[src/rtl/decoder_pipe.sv]
// Pipelined RV32I + Zicsr instruction decoder with valid/ready handshake, flush and retired-decode counter.
// Optional M extension decode is enabled by defining DECODER_RV32M_EN.

package decoder_pkg;

    typedef enum logic [5:0] {
        i_NOP,
        i_LUI, i_AUIPC, i_JAL, i_JALR,
        i_BEQ, i_BNE, i_BLT, i_BGE, i_BLTU, i_BGEU,
        i_LB, i_LH, i_LW, i_LBU, i_LHU,
        i_SB, i_SH, i_SW,
        i_ADDI, i_SLTI, i_SLTIU, i_XORI, i_ORI, i_ANDI, i_SLLI, i_SRLI, i_SRAI,
        i_ADD, i_SUB, i_SLL, i_SLT, i_SLTU, i_XOR, i_SRL, i_SRA, i_OR, i_AND,
        i_FENCE, i_ECALL, i_EBREAK, i_MRET,
        i_CSRRW, i_CSRRS, i_CSRRC, i_CSRRWI, i_CSRRSI, i_CSRRCI,
        i_MUL, i_MULH, i_MULHSU, i_MULHU, i_DIV, i_DIVU, i_REM, i_REMU
    } opcodes_t;

    typedef enum logic [2:0] {
        FMT_NONE, FMT_U, FMT_I, FMT_R, FMT_B, FMT_S, FMT_J
    } fmt_t;

    localparam logic [6:0] OPC_LUI    = 7'b0110111;
    localparam logic [6:0] OPC_AUIPC  = 7'b0010111;
    localparam logic [6:0] OPC_JAL    = 7'b1101111;
    localparam logic [6:0] OPC_JALR   = 7'b1100111;
    localparam logic [6:0] OPC_BRANCH = 7'b1100011;
    localparam logic [6:0] OPC_LOAD   = 7'b0000011;
    localparam logic [6:0] OPC_STORE  = 7'b0100011;
    localparam logic [6:0] OPC_OPIMM  = 7'b0010011;
    localparam logic [6:0] OPC_OP     = 7'b0110011;
    localparam logic [6:0] OPC_MISC   = 7'b0001111;
    localparam logic [6:0] OPC_SYSTEM = 7'b1110011;

    // Major-opcode to format class; FMT_NONE marks an unknown (illegal) opcode.
    function automatic fmt_t classify(input logic [6:0] op);
        case (op)
            OPC_LUI, OPC_AUIPC:                                    classify = FMT_U;
            OPC_JAL:                                               classify = FMT_J;
            OPC_JALR, OPC_LOAD, OPC_OPIMM, OPC_MISC, OPC_SYSTEM:   classify = FMT_I;
            OPC_OP:                                                classify = FMT_R;
            OPC_BRANCH:                                            classify = FMT_B;
            OPC_STORE:                                             classify = FMT_S;
            default:                                               classify = FMT_NONE;
        endcase
    endfunction

endpackage

module decoder_pipe
    import decoder_pkg::*;
#(
    parameter int IF_LEN      = 32,
    parameter int XLEN        = 32,
    parameter int REG_ADDR_W  = 5,
    parameter int PIPE_STAGES = 2,
    parameter int CNT_W       = 32
) (
    input  logic                  clk,
    input  logic                  rst_n,
    input  logic                  clk_en,
    input  logic                  flush,
    input  logic                  i_valid,
    output logic                  o_ready,
    input  logic [IF_LEN-1:0]     instruction,
    input  logic [XLEN-1:0]       i_address,
    output logic                  o_valid,
    input  logic                  i_ready,
    output logic [REG_ADDR_W-1:0] rs1,
    output logic [REG_ADDR_W-1:0] rs2,
    output logic [REG_ADDR_W-1:0] rd,
    output logic [XLEN-1:0]       imm,
    output logic [XLEN-1:0]       o_address,
    output opcodes_t              opcode,
    output logic                  illegal,
    output logic [CNT_W-1:0]      decoded_cnt
);

    typedef struct packed {
        opcodes_t              op;
        logic [REG_ADDR_W-1:0] rs1;
        logic [REG_ADDR_W-1:0] rs2;
        logic [REG_ADDR_W-1:0] rd;
        logic [XLEN-1:0]       imm;
        logic                  illegal;
    } dec_t;

    function automatic dec_t decode(input logic [31:0] w, input fmt_t fmt);
        dec_t        d;
        logic [2:0]  f3;
        logic [6:0]  f7;
        logic [31:0] imm32;
        logic        legal;
        logic        priv;
        opcodes_t    op;
        // NOTE: every local gets a value before the case tree, so no path leaves one unassigned and no latch is inferred.
        f3    = w[14:12];
        f7    = w[31:25];
        imm32 = '0;
        legal = 1'b1;
        priv  = 1'b0;
        op    = i_NOP;
        case (fmt)
            FMT_U: op = (w[6:0] == OPC_LUI) ? i_LUI : i_AUIPC;
            FMT_J: op = i_JAL;
            FMT_B:
                case (f3)
                    3'b000:  op = i_BEQ;
                    3'b001:  op = i_BNE;
                    3'b100:  op = i_BLT;
                    3'b101:  op = i_BGE;
                    3'b110:  op = i_BLTU;
                    3'b111:  op = i_BGEU;
                    default: legal = 1'b0;
                endcase
            FMT_S:
                case (f3)
                    3'b000:  op = i_SB;
                    3'b001:  op = i_SH;
                    3'b010:  op = i_SW;
                    default: legal = 1'b0;
                endcase
            FMT_I:
                case (w[6:0])
                    OPC_JALR: if (f3 == 3'b000) op = i_JALR; else legal = 1'b0;
                    OPC_MISC: if (f3 == 3'b000) op = i_FENCE; else legal = 1'b0;
                    OPC_LOAD:
                        case (f3)
                            3'b000:  op = i_LB;
                            3'b001:  op = i_LH;
                            3'b010:  op = i_LW;
                            3'b100:  op = i_LBU;
                            3'b101:  op = i_LHU;
                            default: legal = 1'b0;
                        endcase
                    OPC_OPIMM:
                        case (f3)
                            3'b000:  op = i_ADDI;
                            3'b010:  op = i_SLTI;
                            3'b011:  op = i_SLTIU;
                            3'b100:  op = i_XORI;
                            3'b110:  op = i_ORI;
                            3'b111:  op = i_ANDI;
                            3'b001:  if (f7 == 7'b0000000) op = i_SLLI; else legal = 1'b0;
                            default:
                                if (f7 == 7'b0000000)      op = i_SRLI;
                                else if (f7 == 7'b0100000) op = i_SRAI;
                                else                       legal = 1'b0;
                        endcase
                    OPC_SYSTEM:
                        case (f3)
                            3'b000: begin
                                // Privileged ops carry no register or immediate payload downstream.
                                priv = 1'b1;
                                case (w[31:20])
                                    12'h000: op = i_ECALL;
                                    12'h001: op = i_EBREAK;
                                    12'h302: op = i_MRET;
                                    default: legal = 1'b0;
                                endcase
                            end
                            3'b001:  op = i_CSRRW;
                            3'b010:  op = i_CSRRS;
                            3'b011:  op = i_CSRRC;
                            3'b101:  op = i_CSRRWI;
                            3'b110:  op = i_CSRRSI;
                            3'b111:  op = i_CSRRCI;
                            default: legal = 1'b0;
                        endcase
                    default: legal = 1'b0;
                endcase
            FMT_R:
                if (f7 == 7'b0000000) begin
                    case (f3)
                        3'b000:  op = i_ADD;
                        3'b001:  op = i_SLL;
                        3'b010:  op = i_SLT;
                        3'b011:  op = i_SLTU;
                        3'b100:  op = i_XOR;
                        3'b101:  op = i_SRL;
                        3'b110:  op = i_OR;
                        default: op = i_AND;
                    endcase
                end else if (f7 == 7'b0100000) begin
                    case (f3)
                        3'b000:  op = i_SUB;
                        3'b101:  op = i_SRA;
                        default: legal = 1'b0;
                    endcase
`ifdef DECODER_RV32M_EN
                end else if (f7 == 7'b0000001) begin
                    case (f3)
                        3'b000:  op = i_MUL;
                        3'b001:  op = i_MULH;
                        3'b010:  op = i_MULHSU;
                        3'b011:  op = i_MULHU;
                        3'b100:  op = i_DIV;
                        3'b101:  op = i_DIVU;
                        3'b110:  op = i_REM;
                        default: op = i_REMU;
                    endcase
`endif
                end else begin
                    legal = 1'b0;
                end
            default: legal = 1'b0;
        endcase

        d.op      = i_NOP;
        d.rs1     = '0;
        d.rs2     = '0;
        d.rd      = '0;
        d.illegal = !legal;
        if (legal) begin
            d.op = op;
            case (fmt)
                FMT_U: begin
                    d.rd  = REG_ADDR_W'(w[11:7]);
                    imm32 = {w[31:12], 12'b0};
                end
                FMT_J: begin
                    d.rd  = REG_ADDR_W'(w[11:7]);
                    imm32 = {{11{w[31]}}, w[31], w[19:12], w[20], w[30:21], 1'b0};
                end
                FMT_I: begin
                    if (!priv) begin
                        d.rd  = REG_ADDR_W'(w[11:7]);
                        d.rs1 = REG_ADDR_W'(w[19:15]);
                        imm32 = {{20{w[31]}}, w[31:20]};
                    end
                end
                FMT_R: begin
                    d.rd  = REG_ADDR_W'(w[11:7]);
                    d.rs1 = REG_ADDR_W'(w[19:15]);
                    d.rs2 = REG_ADDR_W'(w[24:20]);
                end
                FMT_B: begin
                    d.rs1 = REG_ADDR_W'(w[19:15]);
                    d.rs2 = REG_ADDR_W'(w[24:20]);
                    imm32 = {{19{w[31]}}, w[31], w[7], w[30:25], w[11:8], 1'b0};
                end
                FMT_S: begin
                    d.rs1 = REG_ADDR_W'(w[19:15]);
                    d.rs2 = REG_ADDR_W'(w[24:20]);
                    imm32 = {{20{w[31]}}, w[31:25], w[11:7]};
                end
                default: ;
            endcase
        end
        d.imm = XLEN'($signed(imm32));
        return d;
    endfunction

    logic              src_valid;
    logic [IF_LEN-1:0] src_word;
    logic [XLEN-1:0]   src_pc;
    fmt_t              src_fmt;
    logic              out_free;
    dec_t              dec;

    // The output stage can take a new word when it is empty or its current word leaves this cycle.
    assign out_free = !o_valid || i_ready;

    generate
        if (PIPE_STAGES == 2) begin : g_predecode
            logic              s1_valid;
            logic [IF_LEN-1:0] s1_word;
            logic [XLEN-1:0]   s1_pc;
            fmt_t              s1_fmt;

            // NOTE: sequential state uses non-blocking assignments so every register samples pre-edge values.
            always_ff @(posedge clk) begin
                if (!rst_n) begin
                    s1_valid <= 1'b0;
                    s1_word  <= '0;
                    s1_pc    <= '0;
                    s1_fmt   <= FMT_NONE;
                end else if (clk_en) begin
                    if (flush) begin
                        s1_valid <= 1'b0;
                    end else if (o_ready) begin
                        s1_valid <= i_valid;
                        if (i_valid) begin
                            s1_word <= instruction;
                            s1_pc   <= i_address;
                            s1_fmt  <= classify(instruction[6:0]);
                        end
                    end
                end
            end

            assign src_valid = s1_valid;
            assign src_word  = s1_word;
            assign src_pc    = s1_pc;
            assign src_fmt   = s1_fmt;
            assign o_ready   = !s1_valid || out_free;
        end else begin : g_direct
            assign src_valid = i_valid;
            assign src_word  = instruction;
            assign src_pc    = i_address;
            assign src_fmt   = classify(instruction[6:0]);
            assign o_ready   = out_free;
        end
    endgenerate

    assign dec = decode(src_word[31:0], src_fmt);

    // NOTE: payload registers are reset as well, because the outputs must read as defined values right after reset.
    always_ff @(posedge clk) begin
        if (!rst_n) begin
            o_valid   <= 1'b0;
            rs1       <= '0;
            rs2       <= '0;
            rd        <= '0;
            imm       <= '0;
            o_address <= '0;
            opcode    <= i_NOP;
            illegal   <= 1'b0;
        end else if (clk_en) begin
            if (flush) begin
                o_valid <= 1'b0;
            end else if (out_free) begin
                o_valid <= src_valid;
                if (src_valid) begin
                    rs1       <= dec.rs1;
                    rs2       <= dec.rs2;
                    rd        <= dec.rd;
                    imm       <= dec.imm;
                    o_address <= src_pc;
                    opcode    <= dec.op;
                    illegal   <= dec.illegal;
                end
            end
        end
    end

    // Counts retired legal decodes; a handshake coinciding with flush still counts.
    always_ff @(posedge clk) begin
        if (!rst_n) begin
            decoded_cnt <= '0;
        end else if (clk_en && o_valid && i_ready && !illegal) begin
            decoded_cnt <= decoded_cnt + CNT_W'(1);
        end
    end

endmodule

[config.mk]
export PLATFORM = sky130hd
export DESIGN_NAME = decoder_pipe
export DESIGN_NICKNAME = d
export VERILOG_FILES = /design/src/rtl/decoder_pipe.sv
export SDC_FILE = /design/constraint.sdc
export NUM_CORES = 1
export LEC_CHECK = 0
export ABC_AREA = 1
export CAP_MARGIN = 20
export CORE_UTILIZATION = 53
export CTS_BUF_LIST = sky130_fd_sc_hd__clkbuf_8
export DETAILED_ROUTE_END_ITERATION = 16
export GPL_TIMING_DRIVEN = 0
export HOLD_SLACK_MARGIN = 0.15
export PLACE_DENSITY = 0.89
export RECOVER_POWER = 100
export SYNTH_ARGS = -nofsm -noshare
export SYNTH_HDL_FRONTEND = slang
export SYNTH_SLANG_ARGS = --single-unit
[constraint.sdc]
create_clock -name clk -period 2 [get_ports clk]
set_input_delay 0.2 -clock clk [delete_from_list [all_inputs] [get_ports clk]]
set_output_delay 0.2 -clock clk [all_outputs]
set_load 0.01 [all_outputs]
==> results of run 1 <==
## metrics by stage
step	worst slack, ns	instance area [um2]
after floorplan	0.222	8800
after global placement	-0.792	11000
after detailed placement	-0.825	11000
after CTS	0.00260	11600
after global routing	-0.0721	12000
final	0.0498	12000
## sequential cells by signal (all words and copies together), names as in the netlist, 6 cells and up
signal               flops
decoded_cnt             32
g_predecode.s1_pc       32
g_predecode.s1_word     32
imm                     32
o_address               32
opcode                   6
## cells in the final DEF, fill, tap and decap left out, types with 25 or more instances in the layout
master	count
nor3_1	28
buf_4	28
inv_1	67
nand2_1	224
nand3_1	67
clkbuf_1	32
dfxtp_1	162
nand3b_1	25
inv_2	26
nor2_1	209
a21oi_1	97
clkdlybuf4s50_1	189
o21ai_0	122
nand3_2	25
## tightest hold or removal path, delay by kind of cell
| family | cells | cell delay [ns] |
|---|---|---|
| buf+inv | 1 | 0.39 |
| compound gates | 1 | 0.15 |
| simple gates | 1 | 0.04 |
## power by group through the flow
stage	logic [mW]	clock network, mW	registers (mW)
5_1_grt	0.864	2.83	3.89
4_1_cts	0.737	2.68	3.87
2_1_floorplan	0.387	0	3.94
3_5_place_dp	0.703	0	3.96
3_3_place_gp	0.695	0	3.95
6_report	0.795	2.67	3.88
## cell type report
class | count | area, um2 | area share (%)
plain buffers | 66 | 369 | 3.08
inverters | 97 | 369 | 3.08
clock buffers | 17 | 234 | 1.95
multi-input cells | 920 | 4650 | 38.8
well taps | 216 | 270 | 2.25
repair buffers | 217 | 2120 | 17.7
clock inverters | 15 | 186 | 1.55
flip-flops and latches | 187 | 3790 | 31.6
## repair_timing
item                                    4_1_cts  5_1_grt
hold buffers                                  0        0
endpoints found under the setup margin       92      162
buffers inserted                             11       16
pin swaps                                     9       27
resized for setup                            54      101
cloned                                        0        1
## routing by layer
layer	wire length (um)	vias up	share of wire (%)
met3	2650	83	8.9
met4	956	0	3.2
met5	0	-	0
met1	12400	4403	42
li1	-	4626	-
met2	13700	496	46
## logic make-up (layout without fill, tap and decap cells)
family / count (synthesis) / in the layout / synth area share (%)
XOR/XNOR: 9 / 9 / 0.895
adder cells (fa/ha/maj): 2 / 2 / 0.284
AO/OA/AOI/OAI: 246 / 246 / 14.7
flip-flops: 187 / 187 / 42.5
buffers and inverters: 164 / 412 / 7.60
AND/OR/NAND/NOR: 663 / 663 / 34.0
## how the worst max path moves through the flow
stage,startpoint,endpoint,cells past startpoint,slack (ns)
after floorplan,decoded_cnt[0]$_SDFFE_PN0P_,decoded_cnt[24]$_SDFFE_PN0P_,10,0.22
after global placement,i_ready,opcode[0]$_SDFFE_PN0P_,11,-0.79
after detailed placement,i_ready,opcode[0]$_SDFFE_PN0P_,11,-0.83
after CTS,g_predecode.s1_word[14]$_SDFFE_PN0P_,rs1[4]$_SDFFE_PN0P_,17,0.003
after global routing,decoded_cnt[0]$_SDFFE_PN0P_,decoded_cnt[22]$_SDFFE_PN0P_,9,-0.07
final,g_predecode.s1_word[22]$_SDFFE_PN0P_,opcode[2]$_SDFFE_PN0P_,16,0.05
==> qor.yml, run 1 <==
synth:
  synth-seq-area-share_pct: 42.5
  async_flop_share_pct: 0
  syn-num-nets: 1343
  yosys.area.top_type_share_pct: 42.5
  yosys-top-cells-count: "nand2_1, nor2_1, dfxtp_1"
  ys_seq_elements: 187
  yosysWarnings: 0
  synth_area_leaders: "dfxtp_1, nand2_1, nor2_1"
  syn_area_um2: 8800
  synth_top_area_cell: "dfxtp_1"
  yosysMostFrequentCell: "nand2_1"
  syn-mean-instance-area_um2: 6.93
  ys_types: 42
  ys.flop_type: "dfxtp_1"
  synth_edf_count: 0
  synthesis.instances: 1271
worst_setup_path:
  endpoint_kind: "flip-flop"
  cp_max_fo: 6
  crit_arrival_ns: 2.37
  cp_slowest_stage_delay_ns: 0.38
  worst-r2r-cell-count: 16
  r2r_slack_ns: 0.05
  crit_type: "reg -> reg"
  timing.rr.end: "opcode[2]$_SDFFE_PN0P_"
  required_ns: 2.42
  crit_slowest_cell: "dfxtp_2"
  crit_chain: "nor2_2 > nand2_1 > nor2_2 > nand2_1 > nand2_1 > nand2_2 > nand2_1 > nand2_1 > nand2_1 > nand2_2 > nand2_2 > buf_8 > nand2_2 > nand2_4 > nand2_4 > nor2_1"
  path_buf_inv: 1
  crit_family: "simple AND/OR/NAND/NOR gates"
  cp_common_cell: "nand2_1"
  r2r_start: "g_predecode.s1_word[22]$_SDFFE_PN0P_"
  startpoint_type: "flip-flop"
job:
  cap_violations: 0
detailed_routing:
  firstDrtPassIters: 6
  wirelength_um: 29700
  vias: 9608
  viasPerCell: 5.54
  final_antenna_net_count: 0
  drt_iter0_drc: 852
  drc_errors: 0
  avgRoutedWirePerCell_um: 17.1
cts:
  clockRootBuffer: "clkbuf_8"
  cts_buffers: 17
  cts_tree: "built"
  clock_sinks: 187
  clkSlewWorstSetupHoldPaths_ns: 0.10
  htree_levels: 4
  insertion_delay_ns: 0.48
  cts_buffer_depth: 2
layout:
  drive_gt1_share_pct: 16.0
  fill_cells: 1271
  final_cells: 1735
  syn_to_final_growth_pct: 36.3
  final_util_pct: 74.7
  nNetsFinal: 1578
  antenna_cells: 0
power_and_ir_drop:
  switching_share_pct: 28.0
  power_mw: 7.35
  combPwrFrac_pct: 10.8
  peakVddDrop_v: 0.000473
  powerDensity_nw_per_um2: 613
  p_clk_share_pct: 36.4
  power_leakage_nw: 4.52
  p_seq_share_pct: 52.8
  power_switching_mw: 2.05
  internal_power_mw: 5.29
sta:
  slew_viol_final: 0
  worst_pin_slew_ns: 0.813
  rsz0062_at_grt: "true"
  skew_ns: 0.00921
  maxSlewHeadroom_pct: 45.8
  fin_crit_sh_pct: 97.5
  fin_crit_ns: 1.95
  max_freq_ghz: 0.513
  setup_viol: 0
  tns_ns: 0
  worst_hold_slack_ns: 0.338
  hold_viol_final: 0
floorplanning:
  boundaryPins: 190
  rows: 46
  initial_utilization_pct: 54.8
  dieArea_um2: 17100
  chipHeight_um: 131
  fp.dieW_um: 131
  coreArea_um2: 16100
grt:
  grt.total_usage_pct: 34.7
  gr-total-overflow: 0
  met1_usage_pct: 44.9
  grt_pass1_wl_um: 45200
  antenna_found_initial: 0
  met3_usage_pct: 7.13
  first_global_vias: 8671
  busiest_layer: "met2"
  grt_max_degree: 19
  use_met2_pct: 57.1
place:
  dp.cells: 1676
  dp_hpwl_um: 22000
  gp_congestion: 1.07
  port_buffers: 189
min_path:
  min_path_type: "in -> reg"
  hold_start: "i_address[30]"
  hold_depth: 3
  holdPathEnd: "g_predecode.s1_pc[30]$_SDFFE_PN0P_"
run_status:
  status: "completed"
Note: power is estimated with default switching activity, not from simulation.
==> run 2, diff against run 1 <==
GPL_TIMING_DRIVEN = unset   (was 0)
clock period = 1.95 ns   (was 2 ns; I/O delays follow)
==> run 2 against run 1 <==
Against the previous run:
- worst setup slack gained 0.0035 ns
- sequential share of layout area shrank 0.81 points
- count of clock-buffer cells in the layout grew 1
- sequential power grew 2%
- global-route usage shrank 2.6 points
- critical path depth shrank 8
- register-to-register slack is essentially flat
- final cell count grew 0.29%
==> qor.yml, run 2 (synthesized netlist as in run 1, its figures left out) <==
cts:
  htree_levels: 4
  cts_tree: "built"
  cts_buffer_depth: 2
  clock_sinks: 187
  cts_buffers: 17
  clockRootBuffer: "clkbuf_8"
  insertion_delay_ns: 0.47
  clkSlewWorstSetupHoldPaths_ns: 0.09
  cts_hold_buf: 0
min_path:
  min_path_type: "in -> reg"
  hold_depth: 3
  holdPathEnd: "rs1[0]$_SDFFE_PN0P_"
  hold_start: "rst_n"
worst_setup_path:
  required_ns: 2.32
  crit_type: "reg -> reg"
  cp_slowest_stage_delay_ns: 0.38
  endpoint_kind: "flip-flop"
  startpoint_type: "flip-flop"
  crit_chain: "nor2_4 > nand3_4 > nor3_4 > nand4_1 > nor3_2 > nand3_1 > o21ai_1 > nor2_1"
  crit_arrival_ns: 2.27
  worst-r2r-cell-count: 8
  r2r_start: "illegal$_SDFFE_PN0P_"
  r2r_slack_ns: 0.05
  cp_max_fo: 4
  timing.rr.end: "decoded_cnt[20]$_SDFFE_PN0P_"
  path_buf_inv: 0
  crit_slowest_cell: "dfxtp_1"
  crit_family: "simple AND/OR/NAND/NOR gates"
floorplanning:
  coreArea_um2: 16100
  boundaryPins: 190
  rows: 46
  chipHeight_um: 131
  dieArea_um2: 17100
  fp.dieW_um: 131
  initial_utilization_pct: 54.8
run_status:
  status: "completed"
grt:
  grt_max_degree: 93
  first_global_vias: 8735
  grt.total_usage_pct: 32.0
  grt_pass1_wl_um: 42700
  antenna_found_initial: 0
  gr-total-overflow: 0
place:
  port_buffers: 189
  dp.cells: 1697
  dp_hpwl_um: 19700
  pre_cts_ws_ns: -0.206
  gp_congestion: 1.01
layout:
  antenna_cells: 0
  fill_cells: 1164
  drive_gt1_share_pct: 17.0
  syn_to_final_growth_pct: 39.0
  final_cells: 1740
  final_common_cell: "nand2_1"
  final_cell_mix: "nand2_1, nor2_1, clkdlybuf4s50_1, dfxtp_1, o21ai_0"
  nNetsFinal: 1584
sta:
  fin_crit_sh_pct: 97.3
  worst_slack_ns: 0.0533
  max_freq_ghz: 0.527
  maxSlewHeadroom_pct: 61.5
  hold_viol_final: 0
  slew_viol_final: 0
  setup_viol: 0
  rsz0062_at_grt: "true"
  worst_hold_slack_ns: 0.213
  fin_crit_ns: 1.90
  tns_ns: 0
  skew_ns: 0.0109
  worst_pin_slew_ns: 0.572
detailed_routing:
  firstDrtPassIters: 5
  avgRoutedWirePerCell_um: 16.4
  vias: 9697
  drc_errors: 0
  drt_iter0_drc: 1031
  final_antenna_net_count: 0
  viasPerCell: 5.57
  wirelength_um: 28500
job:
  cap_violations: 0
power_and_ir_drop:
  power_leakage_nw: 4.71
  powerDensity_nw_per_um2: 609
  peakVddDrop_v: 0.000461
run 2: worst register-to-register path: cells and delay by family, from the launching register on:
kind	cells	cell delay [ns]
AND/OR/NAND/NOR	7	1.28
flip-flops	1	0.38
AO/OA/AOI/OAI	1	0.15
run 2: layout make-up:
cell class                 instances  area (um2)  area share (%)
sequential                       187        3770            30.8
clock inverter                    13         145            1.19
tap                              216         270            2.21
inverter                          97         364            2.98
multi-input combinational        920        4610            37.7
clock buffer                      18         248            2.02
timing repair buffer             289        2820            23.1
run 2: worst max-delay path by stage:
| stage | to | startpoint | depth (start not counted) | slack, ns |
|---|---|---|---|---|
| after global routing | decoded_cnt[20]$_SDFFE_PN0P_ | illegal$_SDFFE_PN0P_ | 8 | -0.07 |
| after global placement | decoded_cnt[31]$_SDFFE_PN0P_ | i_ready | 14 | -0.15 |
| after floorplan | decoded_cnt[24]$_SDFFE_PN0P_ | decoded_cnt[0]$_SDFFE_PN0P_ | 10 | 0.17 |
| final | decoded_cnt[20]$_SDFFE_PN0P_ | illegal$_SDFFE_PN0P_ | 8 | 0.05 |
| after detailed placement | decoded_cnt[31]$_SDFFE_PN0P_ | i_ready | 14 | -0.21 |
| after CTS | imm[3]$_SDFFE_PN0P_ | g_predecode.s1_word[25]$_SDFFE_PN0P_ | 15 | -0.008 |
run 2: metrics by stage:
stage | total power [mW] | instance area (um2) | util (%)
after floorplan | 4.44 | 8800 | -
after global placement | 4.81 | 11400 | 71.3
after CTS | 7.38 | 11900 | 73.8
final | 7.45 | 12200 | 76.2
after global routing | 7.71 | 12200 | 76.2
after detailed placement | 4.82 | 11400 | 71.3
run 2: metal layers:
metal | global-route usage [%] | up-vias | share of wire (%)
li1 | - | 4636 | -
met1 | 39.9 | 4426 | 40
met2 | 52.8 | 535 | 47
met3 | 7.49 | 100 | 9.1
met4 | 14.2 | 0 | 3.8
met5 | 0 | - | 0
run 2: timing repair:
item | CTS | global route
pin swaps | 0 | 22
gates resized for setup | 6 | 75
setup endpoints to repair | 33 | 62
gates cloned | 0 | 5
endpoints found under the hold margin | 0 | 0
setup buffers | 0 | 7
run 2: report_power, final:
part	total [mW]	internal [mW]	switching, mW	leakage [nW]
Combinational	0.843	0.384	0.459	2.99
Clock	2.63	1.18	1.45	0.196
Sequential	3.97	3.90	0.0721	1.52
Total	7.45	5.47	1.98	4.71
